File: src/rtl/pipe_ctrl.sv
// pipe_ctrl: redirect, bubble-window and stall control for the 3-stage core.
// Rev 1.0 - initial release.
`default_nettype none

module pipe_ctrl #(
   parameter int FLUSH_CYCLES = 2,
   parameter int HOLD_MAX     = 255
) (
   input  logic        clk,
   input  logic        rst_n,
   input  logic        jump_en_i,
   input  logic [31:0] jump_addr_i,
   input  logic        hold_ex_i,
   input  logic        hold_bus_i,
   output logic        pc_jump_en_o,
   output logic [31:0] pc_jump_addr_o,
   output logic        hold_pc_o,
   output logic        hold_if_id_o,
   output logic        hold_id_ex_o,
   output logic        flush_if_id_o,
   output logic        flush_id_ex_o,
   output logic        busy_o,
   output logic        timeout_o
);

   localparam int              CW        = $clog2(HOLD_MAX + 1);
   localparam logic [CW-1:0]   C_HMAX    = CW'(HOLD_MAX);
   localparam logic [CW-1:0]   C_HMAX_M1 = CW'(HOLD_MAX - 1);
   localparam logic [CW-1:0]   C_ONE     = CW'(1);
   localparam logic [3:0]      C_FINIT   = 4'(FLUSH_CYCLES - 1);

   typedef enum logic [1:0] {
      RUN   = 2'd0,
      FLUSH = 2'd1,
      HOLD  = 2'd2
   } state_t;

   state_t          r_state;
   logic [3:0]      r_flush_cnt;
   logic            r_pend_valid;
   logic [31:0]     r_pend_addr;
   logic [CW-1:0]   r_hold_cnt;
   logic            r_timeout;

   logic            w_hold;
   logic            w_redirect;
   logic [31:0]     w_redir_addr;

   assign w_hold = hold_ex_i | hold_bus_i;

   always_comb begin
      w_redirect   = 1'b0;
      w_redir_addr = 32'h0;
      unique case (r_state)
         RUN: begin
            if (!w_hold && jump_en_i) begin
               w_redirect   = 1'b1;
               w_redir_addr = jump_addr_i;
            end
         end
         HOLD: begin
            // A jump captured during the stall takes priority over a fresh one.
            if (!w_hold && r_pend_valid) begin
               w_redirect   = 1'b1;
               w_redir_addr = r_pend_addr;
            end else if (!w_hold && jump_en_i) begin
               w_redirect   = 1'b1;
               w_redir_addr = jump_addr_i;
            end
         end
         default: ;
      endcase
   end

   always_ff @(posedge clk or negedge rst_n) begin
      if (!rst_n) begin
         r_state      <= RUN;
         r_flush_cnt  <= 4'd0;
         r_pend_valid <= 1'b0;
         r_pend_addr  <= 32'h0;
      end else if (w_redirect) begin
         r_flush_cnt  <= C_FINIT;
         r_pend_valid <= 1'b0;
         r_state      <= (FLUSH_CYCLES > 1) ? FLUSH : RUN;
      end else begin
         unique case (r_state)
            RUN: begin
               if (w_hold) begin
                  r_state <= HOLD;
                  if (jump_en_i) begin
                     r_pend_valid <= 1'b1;
                     r_pend_addr  <= jump_addr_i;
                  end
               end
            end
            HOLD: begin
               if (w_hold) begin
                  if (jump_en_i && !r_pend_valid) begin
                     r_pend_valid <= 1'b1;
                     r_pend_addr  <= jump_addr_i;
                  end
               end else begin
                  r_state <= RUN;
               end
            end
            FLUSH: begin
               // Leaving on the decrement to zero keeps the window at exactly FLUSH_CYCLES.
               if (r_flush_cnt == 4'd0) begin
                  r_state <= RUN;
               end else if (!w_hold) begin
                  r_flush_cnt <= r_flush_cnt - 4'd1;
                  if (r_flush_cnt == 4'd1) begin
                     r_state <= RUN;
                  end
               end
            end
            default: r_state <= RUN;
         endcase
      end
   end

   always_ff @(posedge clk or negedge rst_n) begin
      if (!rst_n) begin
         r_hold_cnt <= '0;
         r_timeout  <= 1'b0;
      end else if (w_hold) begin
         if (r_hold_cnt != C_HMAX) begin
            r_hold_cnt <= r_hold_cnt + C_ONE;
         end
         if (r_hold_cnt == C_HMAX_M1 || r_hold_cnt == C_HMAX) begin
            r_timeout <= 1'b1;
         end
      end else begin
         r_hold_cnt <= '0;
      end
   end

   assign pc_jump_en_o   = w_redirect;
   assign pc_jump_addr_o = w_redir_addr;
   assign hold_pc_o      = w_hold;
   assign hold_if_id_o   = w_hold;
   assign hold_id_ex_o   = w_hold;
   assign flush_if_id_o  = w_redirect | ((r_state == FLUSH) && (r_flush_cnt != 4'd0));
   assign flush_id_ex_o  = flush_if_id_o;
   assign busy_o         = (r_state != RUN) | r_pend_valid;
   assign timeout_o      = r_timeout;

endmodule

`default_nettype wire

File: config.mk
export PLATFORM = sky130hd
export DESIGN_NAME = pipe_ctrl
export DESIGN_NICKNAME = d
export VERILOG_FILES = /design/src/rtl/pipe_ctrl.sv
export SDC_FILE = /design/constraint.sdc
export NUM_CORES = 1
export LEC_CHECK = 0
export ABC_AREA = 1
export BUFFER_PORTS_ARGS = -buffer_cell sky130_fd_sc_hd__buf_2
export CORE_MARGIN = 3
export CORE_UTILIZATION = 25
export DETAILED_ROUTE_END_ITERATION = 10
export HOLD_SLACK_MARGIN = 0.1
export PLACE_DENSITY = 0.49
export SLEW_MARGIN = 10
export SYNTH_ARGS = -nofsm -noshare
export SYNTH_HDL_FRONTEND = slang
export SYNTH_SLANG_ARGS = --single-unit
File: constraint.sdc
create_clock -name clk -period 2.32 [get_ports clk]
set_input_delay 0.116 -clock clk [delete_from_list [all_inputs] [get_ports clk]]
set_output_delay 0.116 -clock clk [all_outputs]
set_load 0.01 [all_outputs]
==> metrics.yaml <==
gp_congestion: 0.796
first_pass_iters: 4
final_cells: 616
status: "finished clean"
holdCritPathClass: "input pin to flop"
io_buffers: 76
critPathArrivalTime_ns: 1.98
cts_buffer_depth: 2
cts_tree: "yes"
n_antenna_cell: 0
ys_types: 24
post_cts_buffers: 0
grt_pass1_vias: 2421
post-route-util: 0.351
finalSetupViolations: 0
finalCritPeriodShare: 0.905
wl_per_cell_um: 11.0
fmax_ghz: 0.477
die_width_um: 110
antenna_found_initial: 0
regToRegSetupSlack_ns: 0.81
grt_use_total: 0.113
viasPerCell: 4.22
synth-main-ff-cell: "dfrtp_1"
cts_buffers: 5
drc_errors: 0
vias: 2598
drt_wl_total_um: 6790
max_cap_viol_count: 0
startpoint_type: "flop"
die_h_um: 110
fp.coreArea_um2: 10400
critPathMaxFanout: 23
clk_pin_slew_ns: 0.08
synth-seq-area-share: 0.448
area_growth_pct: 35.9
hpwl_um: 4970
crit_type: "flop to primary output"
worstMarginPinSlew_ns: 0.431
pin_count: 77
dieArea_um2: 12000
fill_cells: 1135
leakagePower_nw: 2.06
start_util: 0.258
clock_tree.root_cell: "clkbuf_8"
ant_nets: 0
clk-insertion-delay-late_ns: 0.30
power_density_nw_per_um2: 886
fin_crit_ns: 2.10
cts_sinks: 48
final_max_slew_viol_count: 0
end_kind: "primary output"
overflow: 0
hold_viol_final: 0
ys.warnings.count: 0
synth_area_per_cell_um2: 7.11
dp_cells: 579
cp.required_ns: 2.20
ys_seq_elements: 48
grt_pass1_wl_um: 11000
peakVddDrop_mv: 0.406
drt_iter0_drc: 114
synth_edf_count: 0
ys_async_sr_fraction: 1.00
max-slew-margin-rel: 0.712
drive_above_1_share: 0.198
grt_max_degree: 57
syn_inst: 377
synth_area_um2: 2680
fin_skew_ns: 0.00843
syn_nets: 419
nNetsFinal: 522
rsz0062_at_grt: "no"
row_count: 37
h-tree-depth: 2
setup_tns_ns: 0
cells by family after synthesis:
| family | synth area share |
|---|---|
| buffers and inverters | 0.106 |
| AOI/OAI and AO/OA | 0.120 |
| and+or+nand+nor | 0.298 |
| DFF | 0.448 |
| xor gates and xnor gates | 0.00327 |
| adders and majority gates | 0.0233 |
through the flow:
step	instance area (µm²)	setup slack [ns]	hold WS, ns	power [mW]
after detailed placement	3210	0.438	0.0791	2.52
after global placement	3210	0.490	0.0760	2.50
after global routing	3640	0.0340	0.100	3.54
after CTS	3640	0.0926	0.100	3.28
final	3640	0.221	0.111	3.23
after floorplan	2680	0.931	-0.180	2.15
timing repair:
action | 4_1_cts | 5_1_grt
hold buffers | 30 | 0
endpoints found under the hold margin | 46 | 0
resized for setup | 0 | 1
setup endpoints to repair | 0 | 23
cells in the mapped netlist (2+ instances only):
cell | number | area share
a21oi_1 | 8 | 0.015
a31oi_1 | 2 | 0.0047
buf_2 | 6 | 0.011
buf_4 | 5 | 0.014
buf_6 | 2 | 0.0084
clkbuf_1 | 3 | 0.0042
dfrtp_1 | 48 | 0.45
ha_1 | 5 | 0.023
inv_1 | 49 | 0.069
nand2_1 | 155 | 0.22
nand3_1 | 22 | 0.041
nand4_1 | 3 | 0.0070
nor2_1 | 16 | 0.022
nor2_2 | 2 | 0.0047
o211ai_1 | 2 | 0.0056
o21ai_0 | 41 | 0.077
power breakdown:
group	leakage (nW)	internal, mW	switching, mW	total (mW)
registers	0.604	1.17	0.214	1.39
clock network	0.0642	0.424	0.274	0.698
logic	1.39	0.446	0.693	1.14
worst paths after layout:
kind	startpoint	end	depth (start not counted)
hold reg to reg	timeout_o	timeout_o	1
min in group asynchronous	rst_n	r_hold_cnt[0]	2
hold / removal	jump_addr_i[14]	r_pend_addr[14]	3
max in group asynchronous	rst_n	r_pend_addr[13]	3
setup reg to reg	r_flush_cnt[0]	r_flush_cnt[1]	8
setup / recovery	r_state[0]	pc_jump_addr_o[13]	7
layer usage:
metal | vias up | global-route usage | wire, µm
li1 | 1377 | - | -
met1 | 1166 | 0.140 | 3260
met2 | 51 | 0.204 | 3180
met3 | 4 | 0.0241 | 318
met4 | 0 | 0.0214 | 39
met5 | - | 0 | 0
critical path, cell delays in order, from the launching register on:
cell and delay, ns:
dfrtp_1 0.44, inv_1 0.21, nand2_1 0.17, nor2_4 0.25, buf_4 0.29, nand2_1 0.09, nand2_1 0.09, buf_2 0.13
placed cells by master, fill, tap and decap left out, drive strengths merged, types with 5 or more instances in the layout:
master	netlist	layout
o21ai	42	42
buf	13	82
inv	49	49
nand3	22	22
nor2	19	19
nand2	155	155
dlygate4sd3	0	30
ha	5	5
dfrtp	48	48
a21oi	9	9
clkbuf	3	5
state kept, by name, indices dropped and copies added, names as in the netlist:
| name | flops |
|---|---|
| r_flush_cnt | 4 |
| r_hold_cnt | 8 |
| r_pend_addr | 32 |
| r_pend_valid | 1 |
| r_state | 2 |
| timeout_o | 1 |
area by class of cell:
type | count | area, µm² | area share
Tap cell | 136 | 170 | 0.0467
Inverter | 49 | 184 | 0.0505
Clock inverter | 2 | 60.1 | 0.0165
Multi-Input combinational cell | 264 | 1210 | 0.332
Sequential cell | 48 | 1200 | 0.330
Timing Repair Buffer | 112 | 751 | 0.206
Clock buffer | 5 | 68.8 | 0.0189
No activity file was read; power rests on OpenSTA's default activity.
